$ cat src/rtl/rip_mem_pkg.sv
// Shared types and constants for the instruction/data RAM arbiter.
package rip_mem_pkg;

    localparam int unsigned MAX_LATENCY = 7;

    // Bit positions inside the one-hot grant vector
    localparam int unsigned GNT_IF = 0;
    localparam int unsigned GNT_MA = 1;

    typedef enum logic [1:0] {
        OWN_NONE = 2'd0,
        OWN_IF   = 2'd1,
        OWN_MA   = 2'd2
    } owner_t;

    typedef struct packed {
        logic        we;
        logic [3:0]  be;
        logic [31:0] addr;
        logic [31:0] wdata;
    } mem_req_t;

endpackage

$ cat src/rtl/rip_mem_arbiter_if.sv
// Pipeline-side request/response signals plus the RAM macro port.
interface rip_mem_arbiter_if #(
    parameter int unsigned ADDR_W = 14
);
    logic              FLUSH;
    logic              IF_REQ;
    logic [31:0]       IF_ADDR;
    logic              IF_GNT;
    logic              IF_RVALID;
    logic [31:0]       IF_RDATA;
    logic              MA_REQ;
    logic              MA_WE;
    logic [3:0]        MA_BE;
    logic [31:0]       MA_ADDR;
    logic [31:0]       MA_WDATA;
    logic              MA_GNT;
    logic              MA_RVALID;
    logic [31:0]       MA_RDATA;
    logic              MEM_EN;
    logic [3:0]        MEM_WE;
    logic [ADDR_W-1:0] MEM_ADDR;
    logic [31:0]       MEM_WDATA;
    logic [31:0]       MEM_RDATA;

    modport slave (
        input  FLUSH, IF_REQ, IF_ADDR, MA_REQ, MA_WE, MA_BE, MA_ADDR, MA_WDATA, MEM_RDATA,
        output IF_GNT, IF_RVALID, IF_RDATA, MA_GNT, MA_RVALID, MA_RDATA,
               MEM_EN, MEM_WE, MEM_ADDR, MEM_WDATA
    );

    modport master (
        output FLUSH, IF_REQ, IF_ADDR, MA_REQ, MA_WE, MA_BE, MA_ADDR, MA_WDATA, MEM_RDATA,
        input  IF_GNT, IF_RVALID, IF_RDATA, MA_GNT, MA_RVALID, MA_RDATA,
               MEM_EN, MEM_WE, MEM_ADDR, MEM_WDATA
    );
endinterface

$ cat src/rtl/rip_mem_arb_prio.sv
// Grant priority: MA first, except a fetch that has waited MAX_WAIT cycles wins.
module rip_mem_arb_prio
    import rip_mem_pkg::*;
#(
    parameter int unsigned MAX_WAIT = 4
) (
    input  logic       i_clk,
    input  logic       i_rst,
    input  logic       i_if_req,
    input  logic       i_ma_req,
    input  logic       i_flush,
    input  logic       i_win,
    output logic [1:0] o_gnt_c
);
    localparam int unsigned WCNT_W = (MAX_WAIT < 1) ? 1 : $clog2(MAX_WAIT + 1);

    logic [WCNT_W-1:0] r_wcnt;
    logic [WCNT_W-1:0] w_wcnt_nxt;
    logic              w_if_ok;
    logic              w_starved;

    // One-hot grant for the current window
    always_comb begin
        w_if_ok   = i_if_req & ~i_flush;
        w_starved = (r_wcnt == WCNT_W'(MAX_WAIT));
        o_gnt_c   = '0;
        if (i_win) begin
            if (w_starved && w_if_ok) begin
                o_gnt_c[GNT_IF] = 1'b1;
            end else if (i_ma_req) begin
                o_gnt_c[GNT_MA] = 1'b1;
            end else if (w_if_ok) begin
                o_gnt_c[GNT_IF] = 1'b1;
            end
        end
    end

    // Wait counter: saturating count of un-granted live fetch cycles; a flushed cycle holds it
    always_comb begin
        w_wcnt_nxt = r_wcnt;
        if (o_gnt_c[GNT_IF] || !i_if_req) begin
            w_wcnt_nxt = '0;
        end else if (w_if_ok && !w_starved) begin
            w_wcnt_nxt = r_wcnt + WCNT_W'(1);
        end
    end

    // Wait counter register
    always_ff @(posedge i_clk) begin
        if (i_rst) begin
            r_wcnt <= '0;
        end else begin
            r_wcnt <= w_wcnt_nxt;
        end
    end

endmodule

$ cat src/rtl/rip_mem_arbiter.sv
// Single-ported RAM arbiter between instruction fetch and memory access.
module rip_mem_arbiter
    import rip_mem_pkg::*;
#(
    parameter int unsigned LATENCY  = 1,
    parameter int unsigned MAX_WAIT = 4,
    parameter int unsigned ADDR_W   = 14
) (
    input  logic              CLK,
    input  logic              RST,
    rip_mem_arbiter_if.slave  bus
);
    localparam int unsigned CNT_W = $clog2(MAX_LATENCY + 1);

    logic [CNT_W-1:0] r_cnt;
    logic [CNT_W-1:0] w_cnt_nxt;
    owner_t           r_owner;
    owner_t           w_owner_nxt;
    logic             r_kill;
    logic             w_kill_nxt;
    logic             r_ma_we;
    logic             w_ma_we_nxt;
    logic             w_win;
    logic             w_resp;
    logic             w_if_rvalid;
    logic             w_ma_rvalid;
    logic [1:0]       w_gnt;
    mem_req_t         w_sel;
    logic             w_unused_addr;

    // A grant window opens when the previous access is in its response cycle or idle
    assign w_win = (r_cnt <= CNT_W'(1)) && !RST;

    rip_mem_arb_prio #(
        .MAX_WAIT (MAX_WAIT)
    ) u_prio (
        .i_clk    (CLK),
        .i_rst    (RST),
        .i_if_req (bus.IF_REQ),
        .i_ma_req (bus.MA_REQ),
        .i_flush  (bus.FLUSH),
        .i_win    (w_win),
        .o_gnt_c  (w_gnt)
    );

    // Winner's request payload; a fetch never writes
    always_comb begin
        w_sel = '{we: 1'b0, be: 4'b0000, addr: bus.IF_ADDR, wdata: 32'h0};
        if (w_gnt[GNT_MA]) begin
            w_sel = '{we: bus.MA_WE, be: bus.MA_BE, addr: bus.MA_ADDR, wdata: bus.MA_WDATA};
        end
    end

    assign w_unused_addr = ^w_sel.addr;

    // RAM port: driven only in the grant cycle
    always_comb begin
        bus.IF_GNT    = w_gnt[GNT_IF];
        bus.MA_GNT    = w_gnt[GNT_MA];
        bus.MEM_EN    = |w_gnt;
        bus.MEM_WE    = '0;
        bus.MEM_ADDR  = '0;
        bus.MEM_WDATA = '0;
        if (|w_gnt) begin
            bus.MEM_ADDR  = w_sel.addr[ADDR_W+1:2];
            bus.MEM_WDATA = w_sel.wdata;
            if (w_sel.we) begin
                bus.MEM_WE = w_sel.be;
            end
        end
    end

    // Response cycle; a squashed fetch (earlier kill or same-cycle flush) returns nothing
    always_comb begin
        w_resp        = (r_cnt == CNT_W'(1)) && !RST;
        w_if_rvalid   = w_resp && (r_owner == OWN_IF) && !r_kill && !bus.FLUSH;
        w_ma_rvalid   = w_resp && (r_owner == OWN_MA);
        bus.IF_RVALID = w_if_rvalid;
        bus.IF_RDATA  = w_if_rvalid ? bus.MEM_RDATA : 32'h0;
        bus.MA_RVALID = w_ma_rvalid;
        bus.MA_RDATA  = (w_ma_rvalid && !r_ma_we) ? bus.MEM_RDATA : 32'h0;
    end

    // Next transaction state: new grant, countdown, owner release and fetch kill
    always_comb begin
        w_cnt_nxt   = r_cnt;
        w_owner_nxt = r_owner;
        w_kill_nxt  = r_kill;
        w_ma_we_nxt = r_ma_we;
        if (|w_gnt) begin
            w_cnt_nxt   = CNT_W'(LATENCY);
            w_owner_nxt = w_gnt[GNT_MA] ? OWN_MA : OWN_IF;
            w_kill_nxt  = 1'b0;
            w_ma_we_nxt = w_gnt[GNT_MA] & bus.MA_WE;
        end else begin
            if (r_cnt != '0) begin
                w_cnt_nxt = r_cnt - CNT_W'(1);
            end
            if (r_cnt == CNT_W'(1)) begin
                w_owner_nxt = OWN_NONE;
                w_kill_nxt  = 1'b0;
            end else if (bus.FLUSH && (r_owner == OWN_IF) && (r_cnt > CNT_W'(1))) begin
                w_kill_nxt = 1'b1;
            end
        end
    end

    // Transaction state register; reset drops any pending response
    always_ff @(posedge CLK) begin
        if (RST) begin
            r_cnt   <= '0;
            r_owner <= OWN_NONE;
            r_kill  <= 1'b0;
            r_ma_we <= 1'b0;
        end else begin
            r_cnt   <= w_cnt_nxt;
            r_owner <= w_owner_nxt;
            r_kill  <= w_kill_nxt;
            r_ma_we <= w_ma_we_nxt;
        end
    end

endmodule
$ cat src/flat_wrapper.sv
// flat-port wrapper written by rule: the top's interface ports become plain ports
module rip_mem_arbiter_flat import rip_mem_pkg::*;
#(
    parameter int unsigned LATENCY  = 1,
    parameter int unsigned MAX_WAIT = 4,
    parameter int unsigned ADDR_W   = 14
)
  (CLK, RST, bus_FLUSH, bus_IF_REQ, bus_IF_ADDR, bus_MA_REQ, bus_MA_WE, bus_MA_BE, bus_MA_ADDR, bus_MA_WDATA, bus_MEM_RDATA, bus_IF_GNT, bus_IF_RVALID, bus_IF_RDATA, bus_MA_GNT, bus_MA_RVALID, bus_MA_RDATA, bus_MEM_EN, bus_MEM_WE, bus_MEM_ADDR, bus_MEM_WDATA);
  rip_mem_arbiter_if #(.ADDR_W(ADDR_W)) bus_i ();
  input  logic CLK;
  input  logic RST;
  input wire logic [$bits(bus_i.FLUSH)-1:0] bus_FLUSH;
  input wire logic [$bits(bus_i.IF_REQ)-1:0] bus_IF_REQ;
  input wire logic [$bits(bus_i.IF_ADDR)-1:0] bus_IF_ADDR;
  input wire logic [$bits(bus_i.MA_REQ)-1:0] bus_MA_REQ;
  input wire logic [$bits(bus_i.MA_WE)-1:0] bus_MA_WE;
  input wire logic [$bits(bus_i.MA_BE)-1:0] bus_MA_BE;
  input wire logic [$bits(bus_i.MA_ADDR)-1:0] bus_MA_ADDR;
  input wire logic [$bits(bus_i.MA_WDATA)-1:0] bus_MA_WDATA;
  input wire logic [$bits(bus_i.MEM_RDATA)-1:0] bus_MEM_RDATA;
  output wire logic [$bits(bus_i.IF_GNT)-1:0] bus_IF_GNT;
  output wire logic [$bits(bus_i.IF_RVALID)-1:0] bus_IF_RVALID;
  output wire logic [$bits(bus_i.IF_RDATA)-1:0] bus_IF_RDATA;
  output wire logic [$bits(bus_i.MA_GNT)-1:0] bus_MA_GNT;
  output wire logic [$bits(bus_i.MA_RVALID)-1:0] bus_MA_RVALID;
  output wire logic [$bits(bus_i.MA_RDATA)-1:0] bus_MA_RDATA;
  output wire logic [$bits(bus_i.MEM_EN)-1:0] bus_MEM_EN;
  output wire logic [$bits(bus_i.MEM_WE)-1:0] bus_MEM_WE;
  output wire logic [$bits(bus_i.MEM_ADDR)-1:0] bus_MEM_ADDR;
  output wire logic [$bits(bus_i.MEM_WDATA)-1:0] bus_MEM_WDATA;
  assign bus_i.FLUSH = bus_FLUSH;
  assign bus_i.IF_REQ = bus_IF_REQ;
  assign bus_i.IF_ADDR = bus_IF_ADDR;
  assign bus_i.MA_REQ = bus_MA_REQ;
  assign bus_i.MA_WE = bus_MA_WE;
  assign bus_i.MA_BE = bus_MA_BE;
  assign bus_i.MA_ADDR = bus_MA_ADDR;
  assign bus_i.MA_WDATA = bus_MA_WDATA;
  assign bus_i.MEM_RDATA = bus_MEM_RDATA;
  assign bus_IF_GNT = bus_i.IF_GNT;
  assign bus_IF_RVALID = bus_i.IF_RVALID;
  assign bus_IF_RDATA = bus_i.IF_RDATA;
  assign bus_MA_GNT = bus_i.MA_GNT;
  assign bus_MA_RVALID = bus_i.MA_RVALID;
  assign bus_MA_RDATA = bus_i.MA_RDATA;
  assign bus_MEM_EN = bus_i.MEM_EN;
  assign bus_MEM_WE = bus_i.MEM_WE;
  assign bus_MEM_ADDR = bus_i.MEM_ADDR;
  assign bus_MEM_WDATA = bus_i.MEM_WDATA;
  rip_mem_arbiter #(.LATENCY(LATENCY), .MAX_WAIT(MAX_WAIT), .ADDR_W(ADDR_W)) u_core (.CLK(CLK), .RST(RST), .bus(bus_i));
endmodule
$ cat config.mk
export PLATFORM = sky130hd
export DESIGN_NAME = rip_mem_arbiter_flat
export DESIGN_NICKNAME = d
export VERILOG_FILES = /design/src/rtl/rip_mem_pkg.sv /design/src/rtl/rip_mem_arbiter_if.sv /design/src/rtl/rip_mem_arb_prio.sv /design/src/rtl/rip_mem_arbiter.sv /design/src/flat_wrapper.sv
export SDC_FILE = /design/constraint.sdc
export NUM_CORES = 1
export LEC_CHECK = 0
export BUFFER_PORTS_ARGS = -buffer_cell sky130_fd_sc_hd__buf_2
export CAP_MARGIN = 15
export CORE_AREA = 2 2 100 102
export CTS_CLUSTER_SIZE = 20
export DETAILED_ROUTE_END_ITERATION = 10
export DIE_AREA = 0 0 102 104
export GPL_TIMING_DRIVEN = 1
export PLACE_DENSITY_LB_ADDON = 0.12
export SLEW_MARGIN = 20
export SYNTH_ARGS = -nofsm -noshare
export SYNTH_HDL_FRONTEND = slang
export SYNTH_SLANG_ARGS = --single-unit
$ cat constraint.sdc
create_clock -name CLK -period 2.9 [get_ports CLK]
set_input_delay 0.145 -clock CLK [delete_from_list [all_inputs] [get_ports CLK]]
set_output_delay 0.145 -clock CLK [all_outputs]
set_load 0.02 [all_outputs]
==> results by group <==
Yosys
  • Post-synthesis cell type count: 40
  • Yosys top cell by area: and2_1
  • Syn avg cell area: 6.82 µm²
  • Yosys warns: 0
  • Gate count of the mapped netlist: 225
  • Post-synthesis sequential area ratio: 0.130
  • Most common flop cell mapped by yosys: dfxtp_1
  • Synthesized cell area: 1540 µm²
  • Largest cells by area after synthesis: and2_1 (40%), dfxtp_1 (13%), a21oi_1 (5.9%)
  • Number of synthesized flops with an enable pin: 0
  • Synth Net Count: 368
  • Async SR Flop Fraction: 0
  • Leading cell type by number of instances after synthesis: and2_1
  • Top post-synthesis cells by count: and2_1 (97), a21oi_1 (18), nand3_1 (17), o21ai_0 (16), dfxtp_1 (10)
  • #FFs+latches synth: 10
  • Post-synth top area share: 0.395

Clocking
  • Clk_lat worst skew: 0.23 ns
  • Clock transition at path regs: 0.04 ns
  • Cts repair resizes: 0
  • Clock Path Buffers: 2
  • Clock root cell: clkbuf_8
  • H-tree depth: 1
  • Setup Buffers After CTS: 0
  • CTS tree: built
  • Num CTS Buffers: 3
  • Clock sinks: 10
  • CTS hold repair buffers: 0

Die
  • Die Ht: 104 µm
  • FP Rows: 36
  • Top Ports: 257
  • Total core area: 9550 µm²
  • Initial Util: 0.161
  • Die width: 102 µm
  • Die ar.: 10,600 µm²

Route
  • Via count: 2,356
  • Vias per cell: 4.13
  • Antenna Nets Post-Route: 0
  • DR pass1 iterations: 4
  • Starting DRT DRC Count: 30
  • Routed WL per cell: 11.1 µm
  • DR DRC count: 0
  • Total wire length: 6320 µm

Timing
  • Max-Slew Margin vs Limit: 0.596
  • Setup TNS: 0 ns
  • Hold Fails Final Rpt: 0
  • Final Setup Violations: 0
  • RSZ-0062 raised after global routing: false
  • Hold Worst Slack: 0.185 ns
  • Final period util: 0.810
  • Clock Skew: 0.000261 ns
  • Tightest Pin Transition: 0.603 ns
  • Tmin final: 2.35 ns
  • Fin. max-slew vios: 0
  • Max Clk Rate: 425 MHz

Placement
  • RePlAce Congestion: 0.713
  • Area after DPL: 2770 µm²
  • I/O Buffers: 220
  • Cells after DPL: 568
  • DP HPWL: 5410 µm

Outcome
  • Outcome: finished clean

Worst setup path
  • Req. time, crit path: 2.76 ns
  • CP Class: flop to output pin
  • Critical path data arrival time: 2.21 ns
  • Worst setup SP type: flop
  • CP Capture Type: output pin
  • Peak fanout along the critical path: 29

Layout
  • Fillers: 1,079
  • Non-filler cells, final: 571
  • NumNets Final: 583
  • Multi-input gate area: 1220 µm²
  • Final Instance Area: 2810 µm²
  • Area Growth Syn to Fin: 82.8%
  • FF+latch area: 200 µm²
  • Share of cells above drive strength 1: 0.534
  • N_diodes: 0

Global route
  • First-pass GRT wire length: 9050 µm
  • Met2 usage: 0.201
  • Antenna violations before repair: 0
  • Largest net degree at the start of global routing: 34
  • GRT met3 Usage: 0.0222
  • Number of global-route vias before repair: 1,987
  • Grt total ovfl: 0
  • Met1 GRT Util: 0.112
  • Grt peak-use layer: met2
  • Total track usage: 0.104

Power
  • VDD IR-drop max: 123 µV
  • PwrDens: 375 nW/µm²
  • Total power: 1.05 mW
  • Lkg Pwr: 1.71 nW

Worst hold path
  • HP Class: input pin to flop

Flow run
  • # Max-Cap Violations: 0
through the flow:
step           setup slack [ns]  utilization
4_1_cts                   0.498        0.294
3_5_place_dp              0.764        0.290
5_1_grt                   0.369        0.294
6_report                  0.550        0.294
2_1_floorplan              1.01            -
3_3_place_gp              0.804        0.290
state kept, by name, indices dropped and copies added, names as in the netlist:
signal                flops
u_core.r_kill             1
u_core.u_prio.r_wcnt      3
u_core.r_ma_we            1
u_core.r_cnt              3
u_core.r_owner            2
worst paths after layout:
path,from,end,slack [ns],depth (start not counted)
setup / recovery,u_core.u_prio.r_wcnt[0],bus_MEM_WDATA[28],0.55,7
hold / removal,bus_MA_WE,u_core.r_ma_we,0.18,2
setup reg to reg,u_core.r_cnt[1],u_core.r_cnt[1],0.92,6
hold reg to reg,u_core.u_prio.r_wcnt[0],u_core.u_prio.r_wcnt[0],0.50,2
cell usage in the layout, fill, tap and decap left out:
master	instances
or3_1	1
nand3_1	17
or2_4	1
nand2_1	1
a2111oi_0	1
o2111a_1	1
nor2b_1	2
clkbuf_8	3
and3_1	4
and2_1	97
nor4bb_1	1
buf_2	220
o31ai_1	1
o41ai_1	1
xnor2_1	1
a21oi_1	18
nor4_4	1
a41o_1	1
o21ba_2	1
o21bai_1	1
inv_1	8
nand4b_1	1
and4bb_2	1
ha_1	5
or3b_1	1
nor3_1	3
and4b_1	1
a211o_1	1
buf_4	6
mux2i_1	1
nand2b_1	3
o21ai_0	16
dfxtp_1	10
nor4_1	1
nor2_1	3
a21boi_0	1
nor3_2	1
a32o_1	1
power breakdown:
group | total (mW) | internal, mW | switching, mW
clock network | 0.136 | 0.0901 | 0.0458
logic | 0.716 | 0.292 | 0.424
registers | 0.202 | 0.169 | 0.0329
cell families after synthesis:
kind of cell             Yosys count  share of synthesized area
AO/OA/AOI/OAI                     44                      0.170
XOR/XNOR                           1                    0.00571
adder cells (fa/ha/maj)            5                     0.0407
buffers and inverters             24                     0.0733
flip-flops                        10                      0.130
multiplexers                       1                    0.00652
AND/OR/NAND/NOR                  140                      0.574
layer usage:
layer / wire (µm) / part of all wire / vias to the layer above
met1: 2300 / 0.36 / 1005
met4: 63 / 0.010 / 0
met5: 0 / 0 / -
met2: 3170 / 0.50 / 162
met3: 782 / 0.12 / 8
li1: - / - / 1181
area by class of cell:
class / instances / share of cell area
Timing Repair Buffer: 226 / 0.408
Inverter: 8 / 0.0107
Tap cell: 133 / 0.0593
Sequential cell: 10 / 0.0713
Multi-Input combinational cell: 191 / 0.436
Clock buffer: 3 / 0.0147
worst max-delay path, cell delays in order, from the launching register on:
cell	delay (ns)
dfxtp_1	0.35
inv_1	0.07
ha_1	0.25
and4b_1	0.39
nor4_4	0.23
buf_4	0.30
and2_1	0.21
buf_2	0.17
Power figures use the tool's default switching activity.
